--- config.mk ---
export PLATFORM = sky130hd
export DESIGN_NAME = fastbconvex_stream
export DESIGN_NICKNAME = d
export VERILOG_FILES = /design/src/rtl/fastbconvex_stream_pkg.sv /design/src/rtl/fastbconvex_lane.sv /design/src/rtl/fastbconvex_stream.sv
export SDC_FILE = /design/constraint.sdc
export NUM_CORES = 1
export LEC_CHECK = 0
export ABC_AREA = 0
export CAP_MARGIN = 20
export CORE_MARGIN = 2
export CORE_UTILIZATION = 29
export CTS_CLUSTER_SIZE = 12
export DETAILED_ROUTE_END_ITERATION = 10
export PLACE_DENSITY_LB_ADDON = 0.15
export SKIP_CTS_REPAIR_TIMING = 1
export SYNTH_ARGS = -nofsm -noshare
export SYNTH_HDL_FRONTEND = slang
export SYNTH_SLANG_ARGS = --single-unit
--- constraint.sdc ---
create_clock -name clk -period 12.55 [get_ports clk]
set_input_delay 2.51 -clock clk [delete_from_list [all_inputs] [get_ports clk]]
set_output_delay 2.51 -clock clk [all_outputs]
set_load 0.05 [all_outputs]
--- src/rtl/fastbconvex_stream_pkg.sv ---
// fastbconvex_stream_pkg: shared RNS constants for the B u Ba -> q exact base
// converter (toy basis B={7,11}, Ba={13}, q={5}), residue types, beat mode
// type and the modular helpers used by the lane datapath.
package fastbconvex_stream_pkg;

  localparam int unsigned W           = 4;   // residue width
  localparam int unsigned B_LEN       = 2;   // number of B primes
  localparam int unsigned Q_LEN       = 1;   // number of q primes
  localparam int unsigned LANES_DEF   = 4;   // default coefficients per beat
  localparam int unsigned N_SLOTS_DEF = 4;   // default coefficients per polynomial
  localparam int unsigned PW          = 2 * W + 1;  // product width

  typedef logic [W-1:0] rns_residue_t;

  typedef enum logic {
    MODE_APPROX = 1'b0,
    MODE_EXACT  = 1'b1
  } conv_mode_e;

  localparam int unsigned B_BASIS  [B_LEN] = '{7, 11};
  localparam int unsigned Ba_BASIS [1]     = '{13};
  localparam int unsigned q_BASIS  [Q_LEN] = '{5};

  // (M/B_i)^-1 mod B_i, with M = prod(B)
  localparam int unsigned z_MOD_B   [B_LEN]        = '{2, 8};
  // (M/B_i) mod q_j and (M/B_i) mod Ba_0
  localparam int unsigned y_B_TO_q  [B_LEN][Q_LEN] = '{'{1}, '{2}};
  localparam int unsigned y_B_TO_Ba [B_LEN]        = '{11, 7};
  // M^-1 mod Ba_0 and M mod q_j
  localparam int unsigned binv_Ba_MOD_Ba           = 12;
  localparam int unsigned intb_MOD_q [Q_LEN]       = '{2};

  // Modulus of input slot s: B primes first, then the single Ba prime.
  function automatic int unsigned slot_modulus(int unsigned s);
    return (s < B_LEN) ? B_BASIS[s] : Ba_BASIS[0];
  endfunction

  // (a * c) mod m at full product width; c and m are basis constants < 2^W.
  function automatic rns_residue_t mod_mul(rns_residue_t a, int unsigned c,
                                           int unsigned m);
    logic [PW-1:0] p;
    p = PW'(a) * PW'(c);
    return W'(p % PW'(m));
  endfunction

endpackage

--- src/rtl/fastbconvex_lane.sv ---
// fastbconvex_lane: single-coefficient 4-stage B u Ba -> q conversion datapath.
// All registers advance together on en; validity is tracked by the parent.
//   clk      clock
//   en       pipeline advance enable
//   exact_s2 mode of the beat currently held in the stage-2 registers
//   x        residues: B in slots [0..B_LEN-1], Ba in slot B_LEN
//   y        q residues, registered stage-4 result
module fastbconvex_lane
  import fastbconvex_stream_pkg::*;
(
  input  logic                     clk,
  input  logic                     en,
  input  logic                     exact_s2,
  input  logic [(B_LEN+1)*W-1:0]   x,
  output logic [Q_LEN*W-1:0]       y
);

  localparam int unsigned  BA   = Ba_BASIS[0];
  localparam rns_residue_t BA_R = W'(BA);
  localparam int unsigned  AW   = PW + $clog2(B_LEN) + 1;
  localparam int unsigned  SW   = 2 * W + 2;

  // Stage 1: t_i = x_i * z_i mod B_i
  rns_residue_t t1_d [B_LEN];
  rns_residue_t t1   [B_LEN];
  rns_residue_t xba1;

  always_comb begin
    for (int unsigned i = 0; i < B_LEN; i++) begin
      t1_d[i] = mod_mul(x[i*W +: W], z_MOD_B[i], B_BASIS[i]);
    end
  end

  always_ff @(posedge clk) begin
    if (en) begin
      t1   <= t1_d;
      xba1 <= x[B_LEN*W +: W];
    end
  end

  // Stage 2: fast conversion into each q prime and into Ba
  rns_residue_t xq2_d [Q_LEN];
  rns_residue_t xq2   [Q_LEN];
  rns_residue_t xa2_d;
  rns_residue_t xa2;
  rns_residue_t xba2;

  always_comb begin
    logic [AW-1:0] acc;
    acc = '0;
    for (int unsigned j = 0; j < Q_LEN; j++) begin
      acc = '0;
      for (int unsigned i = 0; i < B_LEN; i++) begin
        acc = acc + AW'(t1[i]) * AW'(y_B_TO_q[i][j]);
      end
      xq2_d[j] = W'(acc % AW'(q_BASIS[j]));
    end
    acc = '0;
    for (int unsigned i = 0; i < B_LEN; i++) begin
      acc = acc + AW'(t1[i]) * AW'(y_B_TO_Ba[i]);
    end
    xa2_d = W'(acc % AW'(BA));
  end

  always_ff @(posedge clk) begin
    if (en) begin
      xq2  <= xq2_d;
      xa2  <= xa2_d;
      xba2 <= xba1;
    end
  end

  // Stage 3: centred gamma from the Ba discrepancy
  rns_residue_t     xb_r;
  logic [W:0]       diff_ba;
  rns_residue_t     temp3;
  rns_residue_t     g3;
  logic signed [W:0] gamma3_d;
  rns_residue_t     xq3 [Q_LEN];
  logic signed [W:0] gamma3;

  always_comb begin
    // x_Ba is reduced first so an out-of-range input still yields a residue
    xb_r     = xba2 % BA_R;
    diff_ba  = {1'b0, xa2} + {1'b0, BA_R} - {1'b0, xb_r};
    temp3    = W'(diff_ba % {1'b0, BA_R});
    g3       = mod_mul(temp3, binv_Ba_MOD_Ba, BA);
    gamma3_d = '0;
    if (exact_s2) begin
      if (32'(g3) > BA / 2) gamma3_d = $signed({1'b0, g3}) - $signed({1'b0, BA_R});
      else                  gamma3_d = $signed({1'b0, g3});
    end
  end

  always_ff @(posedge clk) begin
    if (en) begin
      xq3    <= xq2;
      gamma3 <= gamma3_d;
    end
  end

  // Stage 4: y_j = (xq_j - gamma * (M mod q_j)) mod q_j, non-negative
  logic [Q_LEN*W-1:0] y_d;

  always_comb begin
    logic signed [SW-1:0] prod;
    logic signed [SW-1:0] diff;
    logic signed [SW-1:0] qs;
    logic signed [SW-1:0] r;
    prod = '0;
    diff = '0;
    qs   = '0;
    r    = '0;
    y_d  = '0;
    for (int unsigned j = 0; j < Q_LEN; j++) begin
      qs   = $signed(SW'(q_BASIS[j]));
      prod = $signed({{(SW-W-1){gamma3[W]}}, gamma3}) * $signed(SW'(intb_MOD_q[j]));
      diff = $signed(SW'(xq3[j])) - prod;
      r    = diff % qs;
      if (r < 0) r = r + qs;
      y_d[j*W +: W] = W'(r);
    end
  end

  always_ff @(posedge clk) begin
    if (en) y <= y_d;
  end

endmodule

--- src/rtl/fastbconvex_stream.sv ---
// fastbconvex_stream: streaming B u Ba -> q base converter, LANES coefficients
// per beat, 4-stage pipeline with valid/ready backpressure, per-beat mode and
// polynomial-boundary tracking.
//   clk, reset     clock, asynchronous active-high reset
//   in_valid/ready input handshake; in_ready is the global stall enable
//   in_mode_exact  1 = gamma-corrected, 0 = fast conversion only
//   in_x           per-lane residues, LANES x (B_LEN+1) x W
//   out_valid/ready output handshake
//   out_y          per-lane q residues, LANES x Q_LEN x W
//   out_last       final beat of a polynomial
//   err_range      sticky: an accepted residue was >= its modulus
module fastbconvex_stream
  import fastbconvex_stream_pkg::*;
#(
  parameter int unsigned LANES   = LANES_DEF,
  parameter int unsigned N_SLOTS = N_SLOTS_DEF
) (
  input  logic                           clk,
  input  logic                           reset,
  input  logic                           in_valid,
  output logic                           in_ready,
  input  logic                           in_mode_exact,
  input  logic [LANES*(B_LEN+1)*W-1:0]   in_x,
  output logic                           out_valid,
  input  logic                           out_ready,
  output logic [LANES*Q_LEN*W-1:0]       out_y,
  output logic                           out_last,
  output logic                           err_range
);

  localparam int unsigned N_BEATS = N_SLOTS / LANES;
  localparam int unsigned CW      = (N_BEATS > 1) ? $clog2(N_BEATS) : 1;

  logic          en;
  logic          v1, v2, v3, v4;
  conv_mode_e    m1, m2;
  logic [CW-1:0] beat_cnt;
  logic          bad_in;

  assign en        = !v4 || out_ready;
  assign in_ready  = en;
  assign out_valid = v4;
  assign out_last  = v4 && (beat_cnt == CW'(N_BEATS - 1));

  always_comb begin
    bad_in = 1'b0;
    for (int unsigned l = 0; l < LANES; l++) begin
      for (int unsigned s = 0; s <= B_LEN; s++) begin
        if (32'(in_x[(l*(B_LEN+1)+s)*W +: W]) >= slot_modulus(s)) bad_in = 1'b1;
      end
    end
  end

  always_ff @(posedge clk or posedge reset) begin
    if (reset) begin
      v1        <= 1'b0;
      v2        <= 1'b0;
      v3        <= 1'b0;
      v4        <= 1'b0;
      m1        <= MODE_APPROX;
      m2        <= MODE_APPROX;
      beat_cnt  <= '0;
      err_range <= 1'b0;
    end else begin
      if (en) begin
        v1 <= in_valid;
        v2 <= v1;
        v3 <= v2;
        v4 <= v3;
        m1 <= in_mode_exact ? MODE_EXACT : MODE_APPROX;
        m2 <= m1;
      end
      if (v4 && out_ready) begin
        beat_cnt <= (beat_cnt == CW'(N_BEATS - 1)) ? '0 : beat_cnt + 1'b1;
      end
      if (in_valid && en && bad_in) err_range <= 1'b1;
    end
  end

  // Mode only matters at the gamma stage, which reads the stage-2 beat.
  logic exact_s2;
  assign exact_s2 = (m2 == MODE_EXACT);

  for (genvar l = 0; l < LANES; l++) begin : g_lane
    fastbconvex_lane u_lane (
      .clk      (clk),
      .en       (en),
      .exact_s2 (exact_s2),
      .x        (in_x[l*(B_LEN+1)*W +: (B_LEN+1)*W]),
      .y        (out_y[l*Q_LEN*W +: Q_LEN*W])
    );
  end

endmodule

=== After elaboration in Yosys (flattened, before gate mapping) ===
Index checks and enable logic that the tools add are counted.

* Bits in registers: 156
* Input port bits: 53
* Word-level logic and storage cells: 174

* Multiplexer cells: 22
* $add $sub $neg: 29
* Magnitude comparators: 20
* Divide/modulo/power cells: 32
* Multiply operators: 12
* Reductions and logical operators: 10
* Bitwise logic cells: 1

{| class="wikitable"
|+ Operators by type and width
! operator !! number
|-
| $mod A11 B3 Y11 const B || 4
|-
| $mod A11 B4 Y11 const B || 4
|-
| $lt A10 B1 Y1 const B || 4
|-
| $mod A10 B4 Y10 const B || 4
|-
| $add A8 B7 Y9 || 4
|-
| $mod A5 B3 Y9 const B || 4
|-
| $mod A7 B4 Y9 const B || 4
|-
| $mod A8 B4 Y9 const B || 4
|-
| $ge A4 B4 Y1 const B || 8
|-
| $mul A4 B4 Y8 const B || 4
|-
| $mux W4 || 8
|-
| $mul A4 B3 Y7 const B || 4
|-
| $sub A5 B6 Y7 || 4
|-
| $add A4 B5 Y6 || 4
|-
| $mul A4 B2 Y6 const B || 4
|-
| $add A4 B4 Y5 const B || 4
|-
| $mod A5 B4 Y5 const B || 4
|-
| $sub A4 B4 Y5 const B || 4
|-
| $sub A5 B4 Y5 || 4
|-
| $add A4 B4 Y4 const B || 4
|-
| $ge A4 B3 Y1 const B || 4
|-
| $gt A4 B3 Y1 const B || 4
|-
| $mod A4 B4 Y4 const B || 4
|-
| $mux W1 || 14
|-
| other kinds (6) || 12
|}

=== Depth between registers and ports, before layout ===
Gate-level depths: netlist of run 1.

* Depth in word-level cells: 14
* Depth in mapped cells: 54

=== By module ===
A second synthesis of run 1 with hierarchy kept.

* Cells, all modules: 3782
* Area, all modules: 30271.5 sq um

{| class="wikitable"
|+ Modules (own cells, without submodules)
! module !! instances !! area an instance (sq um) !! cells an instance
|-
| fastbconvex_lane at g_lane[1].u_lane ... || 2 || 7363.3 || 916
|-
| fastbconvex_lane at g_lane[3].u_lane || 1 || 7896.3 || 1002
|-
| fastbconvex_lane at g_lane[0].u_lane || 1 || 7245.7 || 912
|-
| fastbconvex_stream || 1 || 402.9 || 36
|}

=== Worst setup path before layout of run 1 ===
OpenSTA, ideal clock, no wires.

* Kind: register -> register
* Start: reg g_lane[0].u_lane.xba2[0]
* End: reg g_lane[0].u_lane.gamma3[3] (data pin)
* Data required time: 12392 ps
* Setup slack: 2211 ps
* Buffers on the path: 1
* Arrival time: 10181 ps
* Clock period less this slack: 10339 ps
* Stages on the path, launching flop included: 48
* Library setup time: 158 ps
* Path through: edfxtp_1 inv_1 ha_1 inv_1 o211ai_1 o21ai_0 ha_1 inv_1 ha_1 fa_1 xnor2_1 nor2_1 nand2_1 o21ai_0 inv_1 ha_1 o21ai_0 o31a_2 [... 12 more ...] mux2i_1 o21a_1 nor3_1 or2_2 ha_1 and3_1 or3_1 buf_6 ha_1 a221oi_1 a41oi_1 a211o_2 inv_1 ha_1 or2_2 o31ai_1 a221oi_1 a211oi_2

* Longest elaborated chain between the ends: 7
* Elaborated cells on any way between the ends: 8
* Classes of those cells: add/sub (2); mul (1); div (3); order compare (1); mux (1)

{| class="wikitable"
|+ Ends and longest elaborated chain
! element !! RTL line !! RTL
|-
| start: declaration || fastbconvex_lane.sv:46 || <nowiki>rns_residue_t xba2;</nowiki>
|-
| start signal: assignment || fastbconvex_lane.sv:69 || <nowiki>xba2 <= xba1;</nowiki>
|-
| $mod A4 B4 Y4 (*) || fastbconvex_lane.sv:84 || <nowiki>xb_r = xba2 % BA_R;</nowiki>
|-
| $sub A5 B4 Y5 (*) || fastbconvex_lane.sv:85 || <nowiki>diff_ba = {1'b0, xa2} + {1'b0, BA_R} - {1'b0, xb_r};</nowiki>
|-
| $mod A5 B4 Y5 (*) || fastbconvex_lane.sv:86 || <nowiki>temp3 = W'(diff_ba % {1'b0, BA_R});</nowiki>
|-
| $mul A4 B2 Y6 (*) || fastbconvex_stream_pkg.sv:42 || <nowiki>p = PW'(a) * PW'(c);</nowiki>
|-
| $mod A8 B4 Y9 (*) || fastbconvex_stream_pkg.sv:43 || <nowiki>return W'(p % PW'(m));</nowiki>
|-
| $sub A4 B4 Y5 or $gt A4 B3 Y1 (tied branches) || fastbconvex_lane.sv:90 || <nowiki>if (32'(g3) > BA / 2) gamma3_d = $signed({1'b0, g3}) - $signed({1'b0, BA_R});</nowiki>
|-
| $mux W4 (*) || fastbconvex_lane.sv:90 ||
|-
| end signal: assignment || fastbconvex_lane.sv:98 || <nowiki>gamma3 <= gamma3_d;</nowiki>
|-
| end: declaration || fastbconvex_lane.sv:80 || <nowiki>logic signed [W:0] gamma3;</nowiki>
|}

Every way passes the cells marked *; elsewhere a longest branch is shown, timed or not.
A chain may end at the register's enable or synchronous reset.

=== Worst setup path after layout of run 1 ===
Ends and elaborated chain as after synthesis.

==> metrics.yaml, run 1 <==
status: "completed"
avgSynthCellArea_um2: 7.836
slowest_delay_ns: 0.60
vias_per_cell: 5.301
wl_met3_um: 1822
grt_pass1_wl_um: 123500
synth_largest_area_cell: "edfxtp_1"
mostFrequentLayoutCells: "inv_1 (343), ha_1 (325), nor2_1 (310)"
whs_ns: 0.4116
cts_sinks: 155
drt-met1-wl_um: 37920
crit_fanout: 10
dp_hpwl_um: 57740
ioPinCount: 73
ys_ff_latch: 155
initial_core_util: 0.2922
fin_area_um2: 31830
synthFlopType: "edfxtp_1"
place.gp.congestion: 0.8110
drive_gt1_frac: 0.05302
finalNetCount: 4174
crit_slowest_cell: "mux4_2"
dr.first_iter.drc_count: 1645
fp-row-count: 116
vias: 26775
dpl_cell_area_um2: 31220
tritoncts: "yes"
synth_warnings: 0
postRouteAntennaNets: 0
cts_buffer_depth: 2
io_buffers: 72
die_w_um: 321.2
clkTransAtPathRegs_ns: 0.07
tightest_slew_ns: 1.001
crit_type: "flop to flop"
wl_um: 72900
core-area_um2: 99860
final_core_util: 0.3188
antenna_found_initial: 0
syn2layout_area_growth_pct: 9.113
clk_latency_ns: 0.49
rr_worst_depth: 46
hp-class: "flop to flop"
hold_viol: 0
maxCapViolCount: 0
start_kind: "flop"
max-slew-margin-rel: 0.3298
antennaDiodeCount: 0
design.die.area_um2: 103200
cts-root-buf: "clkbuf_16"
finalMaxSlewViolations: 0
gr-total-overflow: 0
yosysSeqAreaShare: 0.1583
cts_buffers: 17
min_path_cells: 0
multi_input_area_um2: 22820
routed.top_layer: "met4"
routedWlPerCell_um: 14.43
crit_path_frequent_cell: "ha_1"
netlist.area_leader.share: 0.1523
syn-num-nets: 4157
synth_cell_types: 141
htreeDepth: 4
fillers: 10622
fmax_mhz: 87.87
synth_area_leaders: "edfxtp_1 (15%), ha_1 (14%), xnor2_1 (4.6%)"
worstPathArrival_ns: 11.70
fin_skew_ns: 0.01452
end_kind: "flop"
grt_max_degree: 59
grt_setup_unrepaired: "false"
synth_edf_count: 148
post-route-drc-count: 0
finalSetupViolCount: 0
finalCriticalPeriod_ns: 11.38
fin_tns_setup_ns: 0
grt_pass1_vias: 24999
synthArstFlopShare: 0.04516
synth_area_um2: 29170
die_h_um: 321.2
regArea_um2: 4619
wl_met2_um: 32450
final_common_cell: "inv_1"
period_share: 0.9068
firstDrtPassIters: 6
worstPathRequired_ns: 12.87
grt_use_total: 0.1397
syn-instance-count: 3723
-- final cells by class --
type                    instances  area share
clock buffers                  21     0.01384
clock inverters                11    0.005345
inverters                     346     0.04080
multi-input cells            3130      0.7170
flip-flops and latches        155      0.1451
well taps                    1298     0.05102
repair buffers                 90     0.02688
-- sequential cells by signal (all words and copies together) (netlist names), 16 cells and up --
register,cells
g_lane.u_lane.y,16
g_lane.u_lane.xq2,16
g_lane.u_lane.t1,32
g_lane.u_lane.xba1,16
g_lane.u_lane.xq3,16
g_lane.u_lane.xba2,16
g_lane.u_lane.xa2,16
g_lane.u_lane.gamma3,20
-- worst max-delay path: cells and delay by family, from the launching register on --
family,cells,cell delay [ns]
compound gates,17,4.14
fa+ha+maj,10,2.67
simple gates,10,1.86
mux,2,0.82
xor+xnor,2,0.79
buf+inv,5,0.44
flops,1,0.41
-- cells in the mapped netlist (14+ instances only) --
master	count
or3_1	42
xor2_1	49
nand2b_1	45
nor3b_1	20
fa_1	56
o22ai_1	40
a211oi_1	42
a21boi_0	23
edfxtp_1	148
a21oi_1	235
o32ai_1	14
nor4_1	34
mux2_2	24
nand4_1	29
a221oi_1	22
o31ai_1	29
mux2i_1	61
nor2b_1	48
ha_1	325
buf_2	16
o211ai_1	56
nor3_1	122
o21a_1	55
nand3_1	108
clkbuf_1	59
a22oi_1	16
a21o_1	48
o21ai_1	23
a211o_1	24
and3_1	32
a31oi_1	59
nor2_1	310
or2_2	21
and2_1	49
o221ai_1	20
a2111oi_0	21
o2111ai_1	16
xnor2_1	153
o21ai_0	237
inv_1	343
o211a_1	21
nand3b_1	16
nand2_1	292
-- per-layer routing --
layer	up-vias	track usage
li1	13955	-
met1	12431	0.1988
met3	40	0.01303
met5	-	0
met4	0	0.03043
met2	349	0.2282
-- final timing paths --
path                            slack, ns                          to                     start
worst max-delay path                 1.17  g_lane[0].u_lane.gamma3[3]  g_lane[0].u_lane.xba2[0]
worst min-delay path                 0.41    g_lane[1].u_lane.xba2[2]  g_lane[1].u_lane.xba1[2]
worst max register to register       1.17  g_lane[0].u_lane.gamma3[3]  g_lane[0].u_lane.xba2[0]
worst min register to register       0.41    g_lane[1].u_lane.xba2[2]  g_lane[1].u_lane.xba1[2]
max in group asynchronous            9.79                          v3                     reset
min in group asynchronous            2.41                          v2                     reset
-- per-stage QoR --
step / cells / worst slack (ns)
2_1_floorplan: 3723 / 2.211
3_3_place_gp: 5019 / 1.233
3_5_place_dp: 5019 / 1.079
4_1_cts: 5051 / 1.038
5_1_grt: 5051 / 0.2185
6_report: 5051 / 1.169
-- cells by family (layout without fill, tap and decap cells) --
kind of cell	Yosys count	after routing	share of synthesized area
and+or+nand+nor	1221	1221	0.2063
DFF	155	155	0.1583
adders and majority gates	387	387	0.1799
buffers and inverters	438	468	0.05974
muxes	91	91	0.03401
xor gates and xnor gates	209	209	0.06540
AOI/OAI and AO/OA	1222	1222	0.2964
Power of run 1 is not shown: default switching activity piles up to over one toggle a cycle in this logic, so the estimate is an artifact.
==> inputs of run 2 (changes only) <==
CTS_CLUSTER_SIZE = 40   (was 12)
SYNTH_HIERARCHICAL = 1   (was unset)
==> run 2 against run 1 <==
  * Non-clock buffer count is 6 lower
  * Count of clock-buffer cells in the layout is 4 lower
  * Worst hold slack better by 0.0076 ns
  * Clock skew is 0.0019 ns lower
  * Wire length is 6.2% higher
  * Critical path depth is 5 higher
  * Setup slack better by 0.030 ns
  * Cell area is 3.6% higher
  * Via count is 4.2% higher
  * Critical endpoint is now g_lane[2].u_lane/gamma3[3]
  * Largest cell class unchanged
  * Synthesized cell count is 1.6% higher
  * Global-route usage is 0.28 points higher
==> metrics.yaml, run 2 <==
syn-instance-count: 3782  # +1.6%
finalNonFillerCells: 5176  # +2.5%
antenna_found_initial: 3  # +3
postRouteAntennaNets: 0  # unchanged
cts_buffers: 17  # unchanged
status: "completed"
synth_edf_count: 148  # unchanged
final_common_cell: "ha_1"
fp-row-count: 118  # +1.7%
drive_gt1_frac: 0.07668  # +0.02366
clkTransAtPathRegs_ns: 0.07  # about the same
synthArstFlopShare: 0.04516  # unchanged
cts_buffer_depth: 2  # unchanged
cts_sinks: 155  # unchanged
synth_area_leaders: "edfxtp_1 (15%), ha_1 (14%), a21oi_1 (4.4%)"
finalNetCount: 4219  # +1.1%
max-slew-margin-rel: 0.2718  # -0.05795
regMostFlops: "g_lane.u_lane/t1"
use_met3: 0.01605  # +0.003013
synth_cell_types: 142  # +0.71%
dr.first_iter.drc_count: 1935  # +18%
slowest_delay_ns: 0.43  # -0.17 ns
firstDrtPassIters: 9  # +3
synth_area_um2: 30270  # +3.8%
finalCriticalPeriod_ns: 11.35  # -0.03042 ns
routedWlPerCell_um: 14.96  # +3.6%
design.die.area_um2: 107000  # +3.7%
vias: 27891  # +4.2%
crit_path_frequent_cell: "ha_1"
synthFlopType: "edfxtp_1"
syn2layout_area_growth_pct: 8.932
maxCapViolCount: 0  # unchanged
grt_max_degree: 66  # +12%
whs_ns: 0.4192  # +0.007571 ns
fin_skew_ns: 0.01260  # -0.001926 ns
gr-total-overflow: 0  # unchanged
netlist_top_cells_count: "ha_1 (328), nand2_1 (288), inv_1 (285)"
reg_top3: "g_lane.u_lane/t1 x32, g_lane.u_lane/gamma3 x20"
synth.most_common_cell: "ha_1"
worstPathRequired_ns: 12.80  # -0.07 ns
yosysSeqAreaShare: 0.1526  # -0.005740
grt_setup_unrepaired: "false"
dp_hpwl_um: 60910  # +5.5%
tritoncts: "yes"
synth_largest_area_cell: "edfxtp_1"
syn-num-nets: 4219  # +1.5%
wl_um: 77410  # +6.2%
largest_register_ff_count: 32  # unchanged
htreeDepth: 4  # unchanged
fin_tns_setup_ns: 0  # unchanged
mostFrequentLayoutCells: "ha_1 (328), nand2_1 (288), inv_1 (285)"
period_share: 0.9044  # -0.002424
grt_pass1_vias: 25731  # +2.9%
hold_viol: 0  # unchanged
vias_per_cell: 5.389  # +1.7%
core-area_um2: 103500  # +3.6%
finalSetupViolCount: 0  # unchanged
crit_fanout: 8  # -2
grt_busiest_layer: "met2"
crit_slowest_cell: "o41a_1"
die_w_um: 327.1  # +1.8%
die_h_um: 327.1  # +1.8%
start_kind: "flop"
use_met1: 0.2060  # +0.007204
grt_use_met2: 0.2263  # -0.001847
finalMaxSlewViolations: 0  # unchanged
avgSynthCellArea_um2: 8.004  # +2.1%
io_buffers: 72  # unchanged
crit_family: "compound AO/OA/AOI/OAI gates"
fillers: 10883  # +2.5%
fmax_mhz: 88.10  # +0.27%
hp-class: "flop to flop"
ioPinCount: 73  # unchanged
initial_core_util: 0.2925  # +0.0003240
crit_buf_inv: 6  # +1
end_kind: "flop"
clk_latency_ns: 0.50  # about the same
ys_ff_latch: 155  # unchanged
worstPathArrival_ns: 11.60  # -0.10 ns
synth_warnings: 6  # +6
netlist.area_leader.share: 0.1468  # -0.005522
place.gp.congestion: 0.8081  # -0.36%
tightest_slew_ns: 1.084  # +0.08354 ns
crit_type: "flop to flop"
grt_use_total: 0.1426  # +0.002818
placed_cells: 5143  # +2.5%
post-route-drc-count: 0  # unchanged
cts-root-buf: "clkbuf_16"
grt_pass1_wl_um: 130400  # +5.6%
run 2: changes by cell type after synthesis, sizes merged, moves of 16 or more:
cell | previous run | this run
inv | 345 | 286
a21oi | 241 | 280
nor2 | 314 | 287
mux2 | 26 | 47
or2 | 26 | 47
nand3 | 110 | 128
a2111oi | 31 | 15
run 2: worst paths after layout:
kind	startpoint	end	slack, ns	depth (start not counted)
min in group asynchronous	reset	err_range	2.26	2
min	g_lane[3].u_lane/xba1[0]	g_lane[3].u_lane/xba2[0]	0.42	0
max reg2reg	g_lane[2].u_lane/xba2[0]	g_lane[2].u_lane/gamma3[3]	1.20	51
max in group asynchronous	reset	exact_s2	10.08	2
min reg2reg	g_lane[3].u_lane/xba1[0]	g_lane[3].u_lane/xba2[0]	0.42	0
max	g_lane[2].u_lane/xba2[0]	g_lane[2].u_lane/gamma3[3]	1.20	51
run 2: through the flow:
step | cell area [µm²] | util | setup WS (ns)
floorplan | 30270 | - | 2.147
global placement | 32370 | 0.3128 | 1.183
detailed placement | 32370 | 0.3128 | 1.050
CTS | 32950 | 0.3184 | 1.024
global route | 32980 | 0.3186 | 0.04875
finish | 32980 | 0.3186 | 1.200
run 2: cell families (layout without fill, tap and decap cells):
logic type,count (synthesis),in the layout,synth area share
simple gates,1271,1271,0.2159
other cells,0,1,0
xor+xnor,218,218,0.07200
mux,119,119,0.04228
buf+inv,389,402,0.05022
compound gates,1239,1239,0.2919
fa+ha+maj,391,391,0.1750
flops,155,155,0.1526
run 2: area by class of cell:
type / count / area, µm² / area share
Antenna cell: 1 / 2.502 / 0.00007589
Multi-Input combinational cell: 3238 / 24160 / 0.7327
Sequential cell: 155 / 4619 / 0.1401
Timing Repair Buffer: 84 / 810.8 / 0.02459
Tap cell: 1380 / 1727 / 0.05236
Clock buffer: 17 / 425.4 / 0.01290
Inverter: 286 / 1074 / 0.03256
Clock inverter: 15 / 155.1 / 0.004705
run 2: metal layers:
metal / vias up / part of all wire
li1: 14271 / -
met1: 13098 / 0.52
met2: 465 / 0.44
met3: 57 / 0.030
met4: 0 / 0.015
met5: - / 0
run 2: worst register-to-register path: cells and delay by family (launching register included):
family	cells	cell delay (ns)
AO/OA/AOI/OAI	15	3.26
adder cells (fa/ha/maj)	10	2.85
buffers and inverters	6	0.48
flip-flops	1	0.42
XOR/XNOR	5	1.44
AND/OR/NAND/NOR	14	2.58
multiplexers	1	0.13
Power of run 2 is left out for the same reason.
==> inputs of run 3 (changes only) <==
SKIP_CTS_REPAIR_TIMING = unset   (was 1)
SYNTH_HIERARCHICAL = unset   (was 1)
==> results of run 3 <==
Same layout as run 1: the final DEF is identical, and so are final timing and power.
Power of run 3 is left out for the same reason.
